==> config.mk <==
export PLATFORM = sky130hd
export DESIGN_NAME = iram_fetch_scheduler
export DESIGN_NICKNAME = d
export VERILOG_FILES = /design/src/rtl/iram_fetch_scheduler.sv
export SDC_FILE = /design/constraint.sdc
export NUM_CORES = 1
export LEC_CHECK = 0
export CAP_MARGIN = 5
export CORE_AREA = 2 2 429 431
export DETAILED_ROUTE_END_ITERATION = 12
export DIE_AREA = 0 0 431 433
export MAX_ROUTING_LAYER = met4
export PLACE_DENSITY = 0.36
export REMOVE_ABC_BUFFERS = 1
export SLEW_MARGIN = 15
export SYNTH_ARGS = -nofsm -noshare
export SYNTH_HDL_FRONTEND = slang
export SYNTH_SLANG_ARGS = --single-unit
==> constraint.sdc <==
create_clock -name clock -period 3.75 [get_ports clock]
set_input_delay 1.125 -clock clock [delete_from_list [all_inputs] [get_ports clock]]
set_output_delay 1.125 -clock clock [all_outputs]
set_load 0.005 [all_outputs]
==> src/rtl/iram_fetch_scheduler.sv <==
// rtl/iram_fetch_scheduler.sv - batched multi-core instruction fetch over a lane-parallel IRAM
// Optional out-of-range address trapping is enabled by defining IRAM_BOUNDS_CHECK_EN.
module iram_fetch_scheduler #(
  parameter int NUM_REQ   = 16,
  parameter int ADDR_W    = 16,
  parameter int DATA_W    = 16,
  parameter int MEM_DEPTH = 64
) (
  input  logic                        clock,
  input  logic                        reset_n,
  input  logic [NUM_REQ-1:0]          ReqVec,
  input  logic [NUM_REQ*ADDR_W-1:0]   AddrBus,
  output logic [NUM_REQ-1:0]          AckVec,
  output logic [NUM_REQ*DATA_W-1:0]   InstrData,
  output logic [NUM_REQ-1:0]          AddrErr,
  output logic                        Busy,
  output logic [15:0]                 FetchCount,
  output logic [1:0]                  MemControl,
  output logic [NUM_REQ*ADDR_W-1:0]   MemAddr,
  input  logic [NUM_REQ*DATA_W-1:0]   MemInstr
);

  typedef enum logic [1:0] {
    ST_IDLE,
    ST_ISSUE,
    ST_CAPTURE,
    ST_RESP
  } state_t;

  state_t                      r_state;
  state_t                      w_next_state;
  logic [NUM_REQ-1:0]          r_pending;
  logic [NUM_REQ-1:0]          r_ack;
  logic [NUM_REQ*ADDR_W-1:0]   r_addr;
  logic [NUM_REQ*DATA_W-1:0]   r_instr;
  logic [15:0]                 r_fetch_count;
  logic [1:0]                  w_mem_control;
  logic [NUM_REQ-1:0]          w_oob;
  logic [NUM_REQ*ADDR_W-1:0]   w_latch_addr;
  logic [NUM_REQ*ADDR_W-1:0]   w_mem_addr;
  logic [NUM_REQ*DATA_W-1:0]   w_capture;
`ifdef IRAM_BOUNDS_CHECK_EN
  logic [NUM_REQ-1:0]          r_err;
`endif

  always_comb begin
    w_next_state  = r_state;
    w_mem_control = 2'b00;
    case (r_state)
      ST_IDLE:    if (|ReqVec) w_next_state = ST_ISSUE;
      ST_ISSUE: begin
        w_mem_control = 2'b01;
        w_next_state  = ST_CAPTURE;
      end
      ST_CAPTURE: w_next_state = ST_RESP;
      ST_RESP:    w_next_state = ST_IDLE;
      default:    w_next_state = ST_IDLE;
    endcase
  end

  // Per-lane address latch, range trap and capture selection.
  for (genvar gi = 0; gi < NUM_REQ; gi++) begin : g_lane
    assign w_latch_addr[gi*ADDR_W +: ADDR_W] = ReqVec[gi] ? AddrBus[gi*ADDR_W +: ADDR_W] : '0;
`ifdef IRAM_BOUNDS_CHECK_EN
    assign w_oob[gi] = (32'(r_addr[gi*ADDR_W +: ADDR_W]) >= MEM_DEPTH);
`else
    assign w_oob[gi] = 1'b0;
`endif
    assign w_mem_addr[gi*ADDR_W +: ADDR_W] = w_oob[gi] ? '0 : r_addr[gi*ADDR_W +: ADDR_W];
    assign w_capture[gi*DATA_W +: DATA_W]  = !r_pending[gi] ? r_instr[gi*DATA_W +: DATA_W] :
                                             w_oob[gi]      ? '0 :
                                                              MemInstr[gi*DATA_W +: DATA_W];
  end

  always_ff @(posedge clock) begin
    if (!reset_n) begin
      r_state       <= ST_IDLE;
      r_pending     <= '0;
      r_addr        <= '0;
      r_ack         <= '0;
      r_instr       <= '0;
      r_fetch_count <= '0;
`ifdef IRAM_BOUNDS_CHECK_EN
      r_err         <= '0;
`endif
    end else begin
      r_state <= w_next_state;
      r_ack   <= '0;
`ifdef IRAM_BOUNDS_CHECK_EN
      r_err   <= '0;
`endif
      case (r_state)
        ST_IDLE: begin
          if (|ReqVec) begin
            r_pending <= ReqVec;
            r_addr    <= w_latch_addr;
          end
        end
        ST_CAPTURE: begin
          r_instr <= w_capture;
          r_ack   <= r_pending;
`ifdef IRAM_BOUNDS_CHECK_EN
          r_err   <= r_pending & w_oob;
`endif
        end
        ST_RESP:  r_fetch_count <= r_fetch_count + 16'd1;
        default:  ;
      endcase
    end
  end

  assign AckVec     = r_ack;
  assign InstrData  = r_instr;
  assign Busy       = (r_state != ST_IDLE);
  assign FetchCount = r_fetch_count;
  assign MemControl = w_mem_control;
  assign MemAddr    = w_mem_addr;
`ifdef IRAM_BOUNDS_CHECK_EN
  assign AddrErr    = r_err;
`else
  assign AddrErr    = '0;
`endif

endmodule
==> impl_metrics.py, run 1 <==
metrics = {
    "outcome": {
        "status": "finished, final reports clean",
    },
    "clock_network": {
        "clk_path_buf_depth": 3,
        "cts_made_buffers": 80,
        "cts_setup_buffers": 0,
        "path_clk_slew_ps": 50,
        "cts.sinks": 562,
        "cts_root_buf": "clkbuf_16",
        "tritoncts": "built",
        "ctsHtreeMaxLevel": 3,
        "clock_latency_ps": 700,
        "hold_buffers": 0,
        "cts_resized": 0,
    },
    "cells_and_area": {
        "fin_nets": 4041,
        "synthToLayoutAreaGrowth_pct": 75.6,
        "n_fill_cell": 20300,
        "design_area_um2": 37200,
        "postLayoutCoreUtil_pct": 20.4,
        "fin_cells": 5977,
        "drive_gt1_share_pct": 5.24,
    },
    "timing": {
        "setup_ws_ps": 354,
        "period_minus_slack_ps": 3400,
        "worst_clock_skew_ps": 41.2,
        "min_period_over_period_pct": 90.6,
        "relSlewSlack_pct": 30.4,
        "setup_viol": 0,
        "slew_violations": 0,
        "setup_tns_ps": 0,
        "clock.fmax_mhz": 294,
        "rsz0062_at_grt": "no",
        "worst_pin_slew_ps": 1030,
        "holdWs_ps": 446,
        "finalHoldViolCount": 0,
    },
    "worst_setup_path": {
        "critPathRequiredTime_ps": 2620,
        "slowest_delay_ps": 680,
        "critPathArrivalTime_ps": 2270,
        "reg2regPathDepth": 5,
        "path_buf_inv": 3,
        "r2r-end": "InstrData[36]$_SDFFE_PN0P_",
        "crit_type": "reg2out",
        "r2r-start": "r_state[0]$_SDFFE_PN0P_",
        "cp-start-kind": "flop",
        "path_max_fanout": 4,
        "path_cells": "inv_1, ha_1, inv_1, clkdlybuf4s50_1",
        "cp_common_cell": "inv_1",
        "worstSetupEndpointType": "primary output",
        "rrSetupSlack_ps": 1240,
        "critPathSlowestCell": "clkdlybuf4s50_1",
        "critPathTopFamily": "buffers and inverters",
    },
    "floorplan": {
        "io_pins": 1093,
        "dieArea_um2": 187000,
        "die_x_um": 431,
        "core_um2": 182000,
        "die_y_um": 433,
        "num_rows": 157,
        "start_util_pct": 11.6,
    },
    "yosys": {
        "syn_area_um2": 21200,
        "synth_top_area_share_pct": 53.1,
        "synthTopCellsByArea": "dfxtp_1 53%, nand2_1 14%, nand4_1 7.6%, a21boi_0 7.1%, o21ai_1 6.1%",
        "yosys_register_bits": 562,
        "yosys.area.top_type": "dfxtp_1",
        "yosys.cell_types.count": 34,
        "ys_seq_area_share_pct": 53.1,
        "yosys_warnings": 0,
        "synth_cells": 2531,
        "syn_area_per_cell_um2": 8.38,
    },
    "route": {
        "postRouteAntennaNets": 0,
        "num_vias": 21900,
        "vias_per_cell": 3.66,
        "wl_per_cell_um": 23.2,
        "drt_first_iter_violations": 1134,
        "drcViolationCount": 0,
        "detail_route.first_pass.iterations": 4,
        "routed_wl_mm": 139,
    },
    "power_and_ir_drop": {
        "pwr_density_cell_nw_per_um2": 507,
        "totalPowerFinal_mw": 18.9,
        "ir_worst_vdd_mv": 0.321,
        "total_leakage_power_nw": 12.2,
    },
    "placement": {
        "port_buffers": 1075,
        "placed_area_um2": 34500,
        "gp_congestion": 0.901,
        "place_hpwl_mm": 110,
        "place_inst": 5809,
        "place_ws_ps": 9.17,
    },
    "job": {
        "drv_cap": 0,
    },
    "global_routing": {
        "gr-total-overflow": 0,
        "antenna_found_initial": 48,
        "grt_pass1_vias": 21000,
        "track_usage_pct": 14.6,
        "grt_pass1_wl_mm": 184,
        "grt_max_degree": 122,
    },
    "min_path": {
        "worstHoldStart": "MemAddr[209]$_SDFFE_PN0P_",
        "hold_end": "MemAddr[209]$_SDFFE_PN0P_",
        "hold_class": "reg2reg",
        "hold_depth": 2,
    },
}
==> synthesized netlist by cell type <==
master      n
nand2_1   810
or3_1       2
a21boi_0  201
and2_1     26
nor2_1      1
buf_8       1
dfxtp_1   562
nor3_1      3
buf_4      18
mux2i_1     4
a21oi_1     1
ha_1        5
nand2b_1    1
nor4_1      7
a41oi_1     1
buf_1      27
nor3b_1     1
xnor2_1     4
clkbuf_1  179
buf_2       3
nor2b_1     2
a21boi_1   57
buf_6      28
xor2_1      6
a41o_1      1
o21ai_0    15
a31oi_1     1
nand4_1   259
and3_1     17
conb_1      1
inv_1       6
o21ai_1   260
nor4b_1     1
nand3_1    20
==> worst min-delay path, cell delays in order, from the launching register on <==
cell and delay (ps):
dfxtp_1 300, nand2_1 50, o21ai_1 50
==> sequential cells by signal, summed over array words and instances (netlist names) <==
name,cells
MemAddr,256
r_state,2
InstrData,256
r_pending,16
FetchCount,16
AckVec,16
==> cell families (layout without fill, tap and decap cells) <==
| logic type | count (synthesis) | in the layout | share of synthesized area, % |
|---|---|---|---|
| fa+ha+maj | 5 | 5 | 0.295 |
| mux | 4 | 4 | 0.189 |
| flops | 562 | 562 | 53.1 |
| other cells | 1 | 42 | 0.0177 |
| simple gates | 1150 | 1150 | 24.2 |
| xor+xnor | 10 | 10 | 0.413 |
| buf+inv | 262 | 1282 | 6.02 |
| compound gates | 537 | 537 | 15.8 |
==> cell usage in the layout (no fill, tap or decap), types with 8 or more instances in the layout <==
master           netlist  final
a21boi_0             201    201
a21boi_1              57     57
and2_1                26     26
and3_1                17     17
buf_12                 0     19
buf_4                 18     39
clkbuf_1             179     21
clkbuf_16              0     82
clkbuf_8               0     17
clkdlybuf4s50_1        0   1071
clkinv_2               0      8
conb_1                 1     17
dfxtp_1              562    562
diode_2                0     25
nand2_1              810    810
nand3_1               20     20
nand4_1              259    259
o21ai_0               15     15
o21ai_1              260    260
==> layout make-up <==
| class | instances | area [µm²] | share of cell area (%) |
|---|---|---|---|
| Multi-Input combinational cell | 1723 | 8770 | 23.6 |
| Tap cell | 2385 | 2980 | 8.02 |
| Timing Repair Buffer | 1133 | 11400 | 30.7 |
| Clock inverter | 23 | 344 | 0.924 |
| Inverter | 6 | 22.5 | 0.0605 |
| Clock buffer | 120 | 2360 | 6.35 |
| Antenna cell | 25 | 62.6 | 0.168 |
| Sequential cell | 562 | 11300 | 30.2 |
==> layer usage <==
| layer | share of wire [%] | vias to the layer above | GRT usage (%) | wire, µm |
|---|---|---|---|---|
| met5 | 0 | - | - | 0 |
| met4 | 1.9 | 0 | 2.90 | 2600 |
| met3 | 6.5 | 156 | 4.44 | 9030 |
| met2 | 48 | 649 | 23.6 | 66100 |
| met1 | 44 | 10400 | 17.9 | 61100 |
| li1 | - | 10600 | - | - |
==> worst max path at each step <==
stage | startpoint | end | slack (ps) | cells past startpoint
after floorplan | ReqVec[7] | MemAddr[0]$_SDFFE_PN0P_ | -20020 | 3
after global placement | ReqVec[3] | MemAddr[228]$_SDFFE_PN0P_ | -60 | 8
after detailed placement | ReqVec[3] | MemAddr[10]$_SDFFE_PN0P_ | 9 | 8
after CTS | r_state[1]$_SDFFE_PN0P_ | Busy | 120 | 4
after global routing | r_state[1]$_SDFFE_PN0P_ | Busy | 120 | 4
final | r_state[1]$_SDFFE_PN0P_ | Busy | 350 | 4
==> power by group <==
group / internal, mW / leakage [nW] / switching (mW)
clock: 4.78 / 1.32 / 3.18
sequential: 6.48 / 4.56 / 0.347
combinational: 1.84 / 6.28 / 2.25
Power figures use the tool's default switching activity.
==> inputs of run 2 (changes only) <==
--- a/config.mk
+++ b/config.mk
@@ -5,7 +5,7 @@
 export SDC_FILE = /design/constraint.sdc
 export NUM_CORES = 1
 export LEC_CHECK = 0
-export CAP_MARGIN = 5
+export CAP_MARGIN = 10
 export CORE_AREA = 2 2 429 431
 export DETAILED_ROUTE_END_ITERATION = 12
 export DIE_AREA = 0 0 431 433
==> results of run 2 <==
Same layout as run 1: the final DEF is identical, and so are final timing and power.
==> inputs of run 3 (changes only) <==
--- a/config.mk
+++ b/config.mk
@@ -7,9 +7,9 @@
 export LEC_CHECK = 0
 export CAP_MARGIN = 10
 export CORE_AREA = 2 2 429 431
+export CTS_CLUSTER_SIZE = 10
 export DETAILED_ROUTE_END_ITERATION = 12
 export DIE_AREA = 0 0 431 433
-export MAX_ROUTING_LAYER = met4
 export PLACE_DENSITY = 0.36
 export REMOVE_ABC_BUFFERS = 1
 export SLEW_MARGIN = 15
==> run 3 against run 2 <==
Worst setup slack lost 34 ps. Utilization hardly changed. First-iteration DRC count fell by 12%. Sequential cell count unchanged. Total power fell by 0.89%. Critical path depth unchanged. Largest cell class unchanged. Highest routed layer is now met5.
==> impl_metrics.py, run 3 (synthesis gave the netlist of run 1 again) <==
metrics = {
    "outcome": {
        "status": "finished, final reports clean",
    },
    "timing": {
        "holdWs_ps": 446,
        "worst_pin_slew_ps": 1010,
        "worst_clock_skew_ps": 40.8,
        "rsz0062_at_grt": "no",
        "period_minus_slack_ps": 3430,
        "finalHoldViolCount": 0,
        "min_period_over_period_pct": 91.5,
        "setup_tns_ps": 0,
        "relSlewSlack_pct": 32.1,
        "slew_violations": 0,
        "clock.fmax_mhz": 292,
        "setup_viol": 0,
    },
    "floorplan": {
        "num_rows": 157,
        "core_um2": 182000,
        "die_y_um": 433,
        "io_pins": 1093,
        "dieArea_um2": 187000,
        "die_x_um": 431,
        "start_util_pct": 11.6,
    },
    "clock_network": {
        "cts_root_buf": "clkbuf_16",
        "cts_resized": 0,
        "cts.sinks": 562,
        "hold_buffers": 0,
        "ctsHtreeMaxLevel": 3,
        "tritoncts": "built",
        "path_clk_slew_ps": 50,
        "cts_setup_buffers": 0,
        "clk_path_buf_depth": 3,
        "cts_made_buffers": 80,
        "clock_latency_ps": 700,
    },
    "worst_setup_path": {
        "worstSetupEndpointType": "primary output",
        "path_depth": 4,
        "rrSetupSlack_ps": 1240,
        "path_buf_inv": 3,
        "reg2regPathDepth": 5,
        "cp_common_cell": "inv_1",
        "crit_type": "reg2out",
        "slowest_delay_ps": 690,
        "critPathArrivalTime_ps": 2300,
        "path_max_fanout": 4,
        "critPathSlowestCell": "clkdlybuf4s50_1",
        "cp-start-kind": "flop",
        "critPathTopFamily": "buffers and inverters",
        "path_cells": "inv_1, ha_1, inv_1, clkdlybuf4s50_1",
        "critPathRequiredTime_ps": 2620,
    },
    "power_and_ir_drop": {
        "pwr_density_cell_nw_per_um2": 504,
        "totalPowerFinal_mw": 18.7,
        "total_leakage_power_nw": 12.1,
        "ir_worst_vdd_mv": 0.322,
    },
    "global_routing": {
        "grt_pass1_vias": 21000,
        "track_usage_pct": 14.2,
        "grt_pass1_wl_mm": 184,
        "antenna_found_initial": 50,
        "gr-total-overflow": 0,
        "grt_max_degree": 122,
    },
    "route": {
        "wl_per_cell_um": 23.3,
        "vias_per_cell": 3.66,
        "detail_route.first_pass.iterations": 5,
        "drt_first_iter_violations": 997,
        "postRouteAntennaNets": 0,
        "drcViolationCount": 0,
        "num_vias": 21800,
        "routed_wl_mm": 139,
    },
    "cells_and_area": {
        "fin_nets": 4041,
        "final_common_cell": "clkdlybuf4s50_1",
        "synthToLayoutAreaGrowth_pct": 75.1,
        "drive_gt1_share_pct": 5.13,
        "final_cell_mix": "1071 x clkdlybuf4s50_1, 810 x nand2_1, 562 x dfxtp_1, 260 x o21ai_1, 259 x nand4_1",
        "n_fill_cell": 20300,
    },
    "placement": {
        "gp_congestion": 0.886,
        "place_hpwl_mm": 110,
        "port_buffers": 1075,
    },
    "min_path": {
        "hold_depth": 2,
        "hold_class": "reg2reg",
    },
    "job": {
        "drv_cap": 0,
    },
}
==> run 3: path summary, 6_finish.rpt <==
| check | start | end |
|---|---|---|
| setup / recovery | r_state[1]$_SDFFE_PN0P_ | Busy |
| hold / removal | MemAddr[151]$_SDFFE_PN0P_ | MemAddr[151]$_SDFFE_PN0P_ |
| setup reg to reg | r_state[0]$_SDFFE_PN0P_ | InstrData[67]$_SDFFE_PN0P_ |
| hold reg to reg | MemAddr[151]$_SDFFE_PN0P_ | MemAddr[151]$_SDFFE_PN0P_ |
==> run 3: through the flow <==
step                setup WS (ps)  instance area (µm²)  util [%]  std cells
floorplan                  -20020                20000         -       2291
global placement            -60.4                34500      18.9       5809
detailed placement           9.17                34500      18.9       5809
CTS                           117                37100      20.4       5951
global route                  121                37100      20.4       5957
finish                        320                37100      20.4       5966
==> run 3: cell type report <==
type	count	area (µm²)	area share [%]
Tap cell	2385	2980	8.04
Sequential cell	562	11300	30.3
Timing Repair Buffer	1133	11400	30.8
Clock inverter	20	282	0.758
Clock buffer	122	2360	6.36
Inverter	6	22.5	0.0606
Antenna cell	15	37.5	0.101
Multi-Input combinational cell	1723	8770	23.6
==> run 3: where the power goes <==
| part | switching, mW | leakage (nW) | internal (mW) |
|---|---|---|---|
| Clock | 3.17 | 1.28 | 4.63 |
| Combinational | 2.25 | 6.28 | 1.84 |
| Sequential | 0.346 | 4.56 | 6.48 |
| Total | 5.77 | 12.1 | 13.0 |
==> run 3: worst reg2reg max path, cell delays in order (launching register included) <==
cell	delay, ps
dfxtp_1	330
inv_1	140
ha_4	580
and2_1	810
nand2_1	330
a21boi_0	230
==> run 3: per-layer routing <==
metal / routed length (µm) / track usage (%) / share of wire, % / vias up
li1: - / - / - / 10600
met1: 60200 / 17.8 / 43 / 10400
met2: 66400 / 23.7 / 48 / 655
met3: 9520 / 4.44 / 6.9 / 179
met4: 2550 / 2.85 / 1.8 / 30
met5: 173 / 0 / 0.12 / -
